**src/rtl/rom_load_pkg.sv**
```systemverilog
// Shared definitions for the ROM download sequencer: region map, region
// and controller state enumerations, image size and a counter helper.
package rom_load_pkg;

    localparam int ADDR_W  = 25;
    localparam int LOCAL_W = 16;
    localparam int HOLD_W  = 16;

    // Region map in download byte address space (inclusive limits).
    localparam logic [24:0] CPU_BASE  = 25'h00000;
    localparam logic [24:0] CPU_LAST  = 25'h0BFFF;
    localparam logic [24:0] CHR_BASE  = 25'h0C000;
    localparam logic [24:0] CHR_LAST  = 25'h0FFFF;
    localparam logic [24:0] SPR_BASE  = 25'h10000;
    localparam logic [24:0] SPR_LAST  = 25'h1FFFF;
    localparam logic [24:0] PROM_BASE = 25'h20000;
    localparam logic [24:0] PROM_LAST = 25'h2021F;
    // Inside the PROM region: palette at local 0x000, sprite lookup at
    // 0x020, char lookup at 0x120. The core splits these itself.

    // Size of the complete Green Beret image.
    localparam logic [24:0] TOTAL_BYTES_DEF = 25'h20220;

    typedef enum logic [1:0] {
        RGN_CPU  = 2'd0,
        RGN_CHR  = 2'd1,
        RGN_SPR  = 2'd2,
        RGN_PROM = 2'd3
    } rgn_idx_e;

    typedef enum logic [1:0] {
        ST_IDLE = 2'd0,
        ST_LOAD = 2'd1,
        ST_HOLD = 2'd2,
        ST_RUN  = 2'd3
    } state_e;

    // Saturating increment for the byte counter: sticks at all-ones.
    function automatic logic [24:0] sat_inc(input logic [24:0] v);
        if (v == {25{1'b1}}) begin
            return v;
        end else begin
            return v + 25'd1;
        end
    endfunction

endpackage

```
**src/rtl/rom_region_decode.sv**
```systemverilog
// Combinational decode of a download byte address into its ROM region:
// region hit flag, one-hot region select and region-local byte address.
module rom_region_decode
    import rom_load_pkg::*;
(
    input  logic [24:0] dl_addr,
    output logic        rgn_valid,
    output logic [3:0]  rgn_one_hot,
    output logic [15:0] rgn_local
);

    rgn_idx_e    idx_s;
    logic [15:0] base_lo_s;

    // Pick the region and its base; every region base is 64K aligned except
    // the char ROM, so only the low 16 address bits take part in the offset.
    always_comb begin
        idx_s     = RGN_CPU;
        base_lo_s = CPU_BASE[15:0];
        rgn_valid = 1'b1;
        if (dl_addr <= CPU_LAST) begin
            idx_s     = RGN_CPU;
            base_lo_s = CPU_BASE[15:0];
        end else if (dl_addr <= CHR_LAST) begin
            idx_s     = RGN_CHR;
            base_lo_s = CHR_BASE[15:0];
        end else if (dl_addr <= SPR_LAST) begin
            idx_s     = RGN_SPR;
            base_lo_s = SPR_BASE[15:0];
        end else if (dl_addr <= PROM_LAST) begin
            idx_s     = RGN_PROM;
            base_lo_s = PROM_BASE[15:0];
        end else begin
            rgn_valid = 1'b0;
        end

        case (idx_s)
            RGN_CPU:  rgn_one_hot = 4'b0001;
            RGN_CHR:  rgn_one_hot = 4'b0010;
            RGN_SPR:  rgn_one_hot = 4'b0100;
            RGN_PROM: rgn_one_hot = 4'b1000;
            default:  rgn_one_hot = 4'b0000;
        endcase
        if (!rgn_valid) begin
            rgn_one_hot = 4'b0000;
        end else begin
            rgn_one_hot = rgn_one_hot;
        end

        rgn_local = dl_addr[15:0] - base_lo_s;
    end

endmodule

```
**src/rtl/rom_load_ctrl.sv**
```systemverilog
// Sequences the HPS ioctl download into the Green Beret ROM regions and
// holds the game core in reset until a complete image has been verified.
// Bytes are accepted by the region map; TOTAL_BYTES governs only the
// completeness check (for the shipped image both limits coincide).
module rom_load_ctrl
    import rom_load_pkg::*;
#(
    parameter int          HOLD_CYC    = 16,
    parameter logic [24:0] TOTAL_BYTES = TOTAL_BYTES_DEF
) (
    input  logic        clk_sys,
    input  logic        reset,
    input  logic        dl_active,
    input  logic        dl_wr,
    input  logic [24:0] dl_addr,
    input  logic [7:0]  dl_data,
    output logic [3:0]  rgn_we,
    output logic [15:0] rgn_addr,
    output logic [7:0]  rgn_data,
    output logic        core_reset,
    output logic        rom_ready,
    output logic        err_oob,
    output logic        err_short
);

    localparam logic [HOLD_W-1:0] HOLD_LOAD = HOLD_W'(HOLD_CYC - 1);

    state_e            state_r;
    state_e            state_nxt_s;
    logic [24:0]       byte_cnt_r;
    logic [HOLD_W-1:0] hold_cnt_r;
    logic [HOLD_W-1:0] hold_nxt_s;
    logic              err_oob_r;
    logic              err_short_r;
    logic              short_nxt_s;
    logic [3:0]        rgn_we_r;
    logic [15:0]       rgn_addr_r;
    logic [7:0]        rgn_data_r;
    logic              core_reset_r;
    logic              rom_ready_r;

    logic              dec_valid_s;
    logic [3:0]        dec_one_hot_s;
    logic [15:0]       dec_local_s;

    logic              entering_s;
    logic              accept_s;
    logic              wr_ok_s;
    logic [24:0]       cnt_base_s;
    logic [24:0]       cnt_upd_s;
    logic              oob_upd_s;
    logic              load_ok_s;
    logic              run_out_s;

    rom_region_decode u_decode (
        .dl_addr     (dl_addr),
        .rgn_valid   (dec_valid_s),
        .rgn_one_hot (dec_one_hot_s),
        .rgn_local   (dec_local_s)
    );

    // Byte acceptance and the counter/error values including this cycle's
    // byte, so a last byte coincident with dl_active falling is counted
    // before the completeness check.
    always_comb begin
        entering_s = dl_active && (state_r != ST_LOAD);
        accept_s   = dl_wr && (dl_active || (state_r == ST_LOAD));
        wr_ok_s    = accept_s && dec_valid_s;
        if (entering_s) begin
            cnt_base_s = 25'd0;
            oob_upd_s  = 1'b0;
        end else begin
            cnt_base_s = byte_cnt_r;
            oob_upd_s  = err_oob_r;
        end
        if (wr_ok_s) begin
            cnt_upd_s = sat_inc(cnt_base_s);
        end else begin
            cnt_upd_s = cnt_base_s;
        end
        if (accept_s && !dec_valid_s) begin
            oob_upd_s = 1'b1;
        end else begin
            oob_upd_s = oob_upd_s;
        end
        load_ok_s = (cnt_upd_s == TOTAL_BYTES) && !oob_upd_s;
        run_out_s = (state_r == ST_RUN) && !dl_active;
    end

    // Next-state logic; any new download restarts loading from every state.
    always_comb begin
        state_nxt_s = state_r;
        hold_nxt_s  = hold_cnt_r;
        short_nxt_s = err_short_r;
        case (state_r)
            ST_IDLE: begin
                if (dl_active) begin
                    state_nxt_s = ST_LOAD;
                    short_nxt_s = 1'b0;
                end else begin
                    state_nxt_s = ST_IDLE;
                end
            end
            ST_LOAD: begin
                if (dl_active) begin
                    state_nxt_s = ST_LOAD;
                end else if (load_ok_s) begin
                    state_nxt_s = ST_HOLD;
                    hold_nxt_s  = HOLD_LOAD;
                end else begin
                    state_nxt_s = ST_IDLE;
                    short_nxt_s = (cnt_upd_s != TOTAL_BYTES);
                end
            end
            ST_HOLD: begin
                if (dl_active) begin
                    state_nxt_s = ST_LOAD;
                    short_nxt_s = 1'b0;
                end else if (hold_cnt_r == {HOLD_W{1'b0}}) begin
                    state_nxt_s = ST_RUN;
                end else begin
                    hold_nxt_s = hold_cnt_r - {{(HOLD_W-1){1'b0}}, 1'b1};
                end
            end
            ST_RUN: begin
                if (dl_active) begin
                    state_nxt_s = ST_LOAD;
                    short_nxt_s = 1'b0;
                end else begin
                    state_nxt_s = ST_RUN;
                end
            end
            default: begin
                state_nxt_s = ST_IDLE;
            end
        endcase
    end

    // State, counters and sticky error flags.
    always_ff @(posedge clk_sys or posedge reset) begin
        if (reset) begin
            state_r     <= ST_IDLE;
            byte_cnt_r  <= 25'd0;
            hold_cnt_r  <= {HOLD_W{1'b0}};
            err_oob_r   <= 1'b0;
            err_short_r <= 1'b0;
        end else begin
            state_r     <= state_nxt_s;
            byte_cnt_r  <= cnt_upd_s;
            hold_cnt_r  <= hold_nxt_s;
            err_oob_r   <= oob_upd_s;
            err_short_r <= short_nxt_s;
        end
    end

    // Registered region write port and core reset / ready; a download
    // request forces the core back into reset on the edge that sees it.
    always_ff @(posedge clk_sys or posedge reset) begin
        if (reset) begin
            rgn_we_r     <= 4'b0000;
            rgn_addr_r   <= 16'h0000;
            rgn_data_r   <= 8'h00;
            core_reset_r <= 1'b1;
            rom_ready_r  <= 1'b0;
        end else begin
            if (wr_ok_s) begin
                rgn_we_r   <= dec_one_hot_s;
                rgn_addr_r <= dec_local_s;
                rgn_data_r <= dl_data;
            end else begin
                rgn_we_r   <= 4'b0000;
            end
            core_reset_r <= !run_out_s;
            rom_ready_r  <= run_out_s;
        end
    end

    assign rgn_we     = rgn_we_r;
    assign rgn_addr   = rgn_addr_r;
    assign rgn_data   = rgn_data_r;
    assign core_reset = core_reset_r;
    assign rom_ready  = rom_ready_r;
    assign err_oob    = err_oob_r;
    assign err_short  = err_short_r;

endmodule
```
**config.mk**
```make
export PLATFORM = sky130hd
export DESIGN_NAME = rom_load_ctrl
export DESIGN_NICKNAME = d
export VERILOG_FILES = /design/src/rtl/rom_load_pkg.sv /design/src/rtl/rom_region_decode.sv /design/src/rtl/rom_load_ctrl.sv
export SDC_FILE = /design/constraint.sdc
export NUM_CORES = 1
export LEC_CHECK = 0
export CAP_MARGIN = 20
export CORE_UTILIZATION = 35
export DETAILED_ROUTE_END_ITERATION = 7
export GPL_TIMING_DRIVEN = 0
export PLACE_DENSITY = 0.55
export REMOVE_ABC_BUFFERS = 1
export SYNTH_ARGS = -nofsm -noshare
export SYNTH_HDL_FRONTEND = slang
export SYNTH_SLANG_ARGS = --single-unit
```
**constraint.sdc**
```tcl
create_clock -name clk_sys -period 10.2 [get_ports clk_sys]
set_input_delay 2.04 -clock clk_sys [delete_from_list [all_inputs] [get_ports clk_sys]]
set_output_delay 2.04 -clock clk_sys [all_outputs]
set_load 0.05 [all_outputs]
```
# ---- Word level (Yosys, flattened, before mapping)
# Cells that the tools add are included.
dict set report classes {
  eq_ne 17
  n_addsub 3
  n_mux 34
  reduce_logical 18
  order_cmp 4
}
# cell count
set ops {}
lappend ops {{$mux W16} 6}
lappend ops {{$mux W25} 3}
lappend ops {{$le A25 B16 Y1 const B} 2}
lappend ops {{$pmux W16 S2} 1}
lappend ops {{$add A25 B1 Y25 const B} 1}
lappend ops {{$eq A25 B18 Y1 const B} 1}
lappend ops {{$eq A25 B25 Y1 const B} 1}
lappend ops {{$le A25 B17 Y1 const B} 1}
lappend ops {{$le A25 B18 Y1 const B} 1}
lappend ops {{$ne A25 B18 Y1 const B} 1}
lappend ops {{$mux W2} 9}
lappend ops {{$logic_not A16 Y1} 1}
lappend ops {{$pmux W4 S4} 1}
lappend ops {{$sub A16 B1 Y16 const B} 1}
lappend ops {{$sub A16 B16 Y16} 1}
lappend ops {{$mux W1} 10}
lappend ops {{$ne A2 B2 Y1 const B} 5}
lappend ops {{$eq A2 B2 Y1 const B} 4}
lappend ops {{$mux W4} 2}
lappend ops {{$pmux W2 S4} 1}
lappend ops {{$logic_and A1 B1 Y1} 6}
lappend ops {{$reduce_and A5 Y1} 1}
lappend ops {{$eq A2 B1 Y1 const B} 2}
lappend ops {{$logic_not A1 Y1} 4}
lappend ops {{other kinds (8)} 10}
dict set report word_totals {
  inputBits 37
  elab_cells 86
  ff_bits 75
  output_inout_bits 32
}

# ---- Longest topological paths before layout
dict set report logic_depth {
  word_depth 13
  ltp_mapped 15
  depth_no_buf 14
}

# ---- Cells and area by module
# A second synthesis with hierarchy kept.
dict set report hier_totals {
  cells_unflattened 446
  area_unflattened_um2 4433.0
}
# module cells_each area_per_inst_um2 n_inst
set by_module_without_submodules {}
lappend by_module_without_submodules {rom_load_ctrl 409 4151.5 1}
lappend by_module_without_submodules {rom_region_decode 37 281.5 1}

# ---- Least setup slack after synthesis
# OpenSTA, ideal clock, no wires.
dict set report synth_path {
  path_type {in2reg}
  from {input dl_active}
  to {register hold_cnt_r[1]}
  t_arrival_ns 6.008
  t_required_ns 10.072
  cell_stages 14
  slack_ns 4.065
  path_cell_list {buf_2 > nand2_1 > clkbuf_1 > and2_1 > ha_1 > and3_1 > o21ai_1 > or4_2 > o31ai_1 > a31oi_1 > or4_4 > or4_4 > a21oi_2 > mux2_1}
}
dict set report synth_via {
  elab_chain_cells 9
}
# item line
set synth_lines {}
lappend synth_lines {{start, declared} rom_load_ctrl.sv:13} ;# input logic dl_active,
lappend synth_lines {{$logic_and A1 B1 Y1} rom_load_ctrl.sv:66} ;# entering_s = dl_active && (state_r != ST_LOAD);
lappend synth_lines {{$mux W25} rom_load_ctrl.sv:69} ;# if (entering_s) begin
lappend synth_lines {{$add A25 B1 Y25 / $eq A25 B25 Y1 (equally long branches)} {rom_load_pkg.sv:43, rom_load_pkg.sv:40}}
lappend synth_lines {{$mux W25} rom_load_pkg.sv:40} ;# if (v == {25{1'b1}}) begin
lappend synth_lines {{$mux W25} rom_load_ctrl.sv:76} ;# if (wr_ok_s) begin
lappend synth_lines {{$eq A25 B18 Y1} rom_load_ctrl.sv:86} ;# load_ok_s = (cnt_upd_s == TOTAL_BYTES) && !oob_upd_s;
lappend synth_lines {{$logic_and A1 B1 Y1} rom_load_ctrl.sv:86}
lappend synth_lines {{$ne A2 B2 Y1 (no line)} -}
lappend synth_lines {{$reduce_and A5 Y1 (no line) *} -}
lappend synth_lines {{end signal, assigned} rom_load_ctrl.sv:144} ;# hold_cnt_r <= {HOLD_W{1'b0}};
lappend synth_lines {{end signal, assigned} rom_load_ctrl.sv:150} ;# hold_cnt_r <= hold_nxt_s;
lappend synth_lines {{end, declared} rom_load_ctrl.sv:31} ;# logic [HOLD_W-1:0] hold_cnt_r;
# Every way passes the cells marked *; elsewhere a longest branch is shown, timed or not.
# A chain may end at the register's enable or synchronous reset.

# ---- Worst setup path in the final report
# Same ends and word-level chain as after synthesis.

==> qor.yml <==
critical_path:
  cp_num_buf_inv: 2
  reg2reg_to: "hold_cnt_r[1]$_DFFE_PP0P_"
  worstPathArrival_ns: 8.03
  critPathLaunch: "dl_active"
  crit_type: "primary input to flip-flop"
  startpoint_type: "primary input"
  r2r-start: "state_r[1]$_DFFE_PP0P_"
  r2r_slack_ns: 4.24
  worst-path-max-fanout: 26
  crit_slowest_cell: "nand2_1"
  endpoint_kind: "flip-flop"
  required_ns: 10.42
  critical_path.cell_chain: "clkdlybuf4s50_1 -> nand2_1 -> nand2_1 -> inv_1 -> ha_1 -> and3_1 -> o21ai_1 -> or4_2 -> o31ai_1 -> a31oi_1 -> or4_4 -> or4_4 -> a21oi_2 -> mux2_1"
  critical_path.top_delay_family: "simple AND/OR/NAND/NOR gates"
  max_stage_delay_ns: 0.86
  worst-r2r-cell-count: 14
clocking:
  clk_pin_slew_worst_paths_ns: 0.06
  numCtsBuffers: 9
  worstSkewPairLatency_ns: 0.34
  cts.repair.resized: 0
  htree_num_levels: 3
  cts_setup_buffers: 0
  cts_root_buffer: "clkbuf_16"
  cts_max_path_buffers: 2
  cts_sinks: 75
  cts_tree: "built"
  ctsHoldBuffers: 0
place:
  detailed_place_hpwl_microns: 7060
  dpl_cell_area_sq_um: 4930
  gp_congestion: 0.818
  port_buffers: 68
detailed_routing:
  ant_nets: 0
  firstDrtPassIters: 4
  post_drt_wl_per_cell_microns: 15.3
  drcViolationCount: 0
  routed_wl_microns: 9990
  vias_per_cell: 5.22
  num_vias: 3415
  drt-initial-drc-count: 174
yosys:
  synthTopCellsByCount: "102 x nand2_1, 74 x dfrtp_1, 33 x nor2_1"
  async_reset_ff_share_pct: 100
  synth-edff-count: 0
  ys_warn_count: 0
  ys_types: 67
  synth_cells: 444
  yosysSeqAreaShare_pct: 46.0
  netlist.area_leader.share_pct: 45.4
  yosysMostFrequentCell: "nand2_1"
  syn_area_sq_um: 4080
  synth_top_flop_cell: "dfrtp_1"
  yosys.area.top_type: "dfrtp_1"
  synth_area_leaders: "dfrtp_1 45%, nand2_1 9.4%, xnor2_1 3.6%"
  syn_avg_cell_area_sq_um: 9.20
  ys_ff_latch: 75
grt:
  grt_pass1_wl_microns: 16600
  grt_pass1_vias: 3360
  track_usage_pct: 18.1
  antenna_found_initial: 0
  grt_start_max_net_pins: 66
  grt_overflow: 0
hold_path:
  worstHoldStart: "rgn_data[4]$_DFFE_PP0N_"
  whs_path_depth: 2
  hold_end: "rgn_data[4]$_DFFE_PP0N_"
  hp-class: "flip-flop to flip-flop"
floorplan:
  core_area_sq_um: 11400
  start_util_pct: 35.9
  die_h_microns: 110
  row_count: 39
  die_w_microns: 110
  dieArea_sq_um: 12100
  ios: 69
outcome:
  status: "completed"
final_layout:
  num_antenna_cells: 0
  seq_area_sq_um: 1880
  finish.net_count: 546
  num-fill-cells: 1083
  drive_gt1_share_pct: 10.2
  areaGrowthSynthToFinish_pct: 28.7
  design_area_sq_um: 5250
  multi_input_area_sq_um: 2060
run:
  drv_cap: 0
sta:
  rsz0062_at_grt: "false"
  slew_headroom_pct: 32.0
  fin_skew_ns: 0.00836
  max_freq_mhz: 128
  slew_viol_final: 0
  finalSetupTns_ns: 0
  worstMarginPinSlew_ns: 1.02
  min_period_ns: 7.81
  hold_viol: 0
  post-route-period-util_pct: 76.6
  finalSetupViolations: 0
power:
  powerDensity_nw_per_um2: 136
  ir_drop_uv: 77.7
  power_mw: 0.715
  power_leakage_nw: 2.20
[area by class of cell]
cell class	count	share of cell area, %
timing repair buffer	72	14.4
tap	143	3.41
clock inverter	4	1.41
inverter	14	1.05
sequential	75	35.8
clock buffer	12	4.69
multi-input combinational	334	39.3
[registers in the layout (all words and copies together) (netlist names)]
name and cells:
byte_cnt_r 25, core_reset 1, err_oob 1, err_short 1
hold_cnt_r 16, rgn_addr 16, rgn_data 8, rgn_we 4
rom_ready 1, state_r 2
[how the worst max path moves through the flow]
stage / end / cells past startpoint
global placement: hold_cnt_r[1]$_DFFE_PP0P_ / 14
finish: hold_cnt_r[1]$_DFFE_PP0P_ / 14
detailed placement: hold_cnt_r[1]$_DFFE_PP0P_ / 14
global route: hold_cnt_r[1]$_DFFE_PP0P_ / 14
CTS: hold_cnt_r[1]$_DFFE_PP0P_ / 14
floorplan: hold_cnt_r[1]$_DFFE_PP0P_ / 13
[worst register-to-register path: cells and delay by family (launching register included)]
kind | cells | cell delay [ns]
AOI/OAI and AO/OA | 4 | 1.34
adders and majority gates | 1 | 0.23
buffers and inverters | 1 | 0.14
DFF | 1 | 0.44
muxes | 1 | 0.39
and+or+nand+nor | 7 | 3.31
[where the power goes]
part,total [mW],switching [mW],internal [mW]
clock network,0.344,0.123,0.221
logic,0.0630,0.0363,0.0267
registers,0.309,0.00477,0.304
[placed cells by master (no fill, tap or decap), drive strengths merged, types with 9 or more instances in the layout]
cell type      netlist  final
a21boi              10     10
a21oi                9      9
clkbuf              16     12
clkdlybuf4s50        0     68
dfrtp               74     74
inv                 14     14
nand2              103    103
nand3               11     11
nor2                33     33
nor4                 9      9
o21ai               11     11
or3                 13     13
or4                 10     10
xnor2               17     17
xor2                10     10
[kinds of logic (layout without fill, tap and decap cells)]
| family | Yosys count | count (layout) | share of synthesized area, % |
|---|---|---|---|
| buffers and inverters | 35 | 102 | 3.49 |
| AO/OA/AOI/OAI | 75 | 75 | 15.7 |
| XOR/XNOR | 27 | 27 | 5.79 |
| adder cells (fa/ha/maj) | 3 | 3 | 0.919 |
| flip-flops | 75 | 75 | 46.0 |
| multiplexers | 5 | 5 | 1.32 |
| AND/OR/NAND/NOR | 224 | 224 | 26.8 |
[metrics by stage]
stage / utilization [%] / setup WS, ns / std cells / hold slack, ns
final: 46.2 / 2.39 / 654 / 0.470
after global routing: 46.2 / 2.07 / 654 / 0.481
after CTS: 46.2 / 2.41 / 654 / 0.475
after detailed placement: 43.4 / 2.05 / 638 / 0.462
after global placement: 42.7 / 2.03 / 634 / 0.459
after floorplan: - / 3.81 / 423 / 0.474
[layer usage]
metal	track usage (%)	share of wire (%)
met1	22.8	46
met2	29.3	48
met3	3.53	3.6
met4	9.52	2.2
met5	0	0
Power figures use the tool's default switching activity.
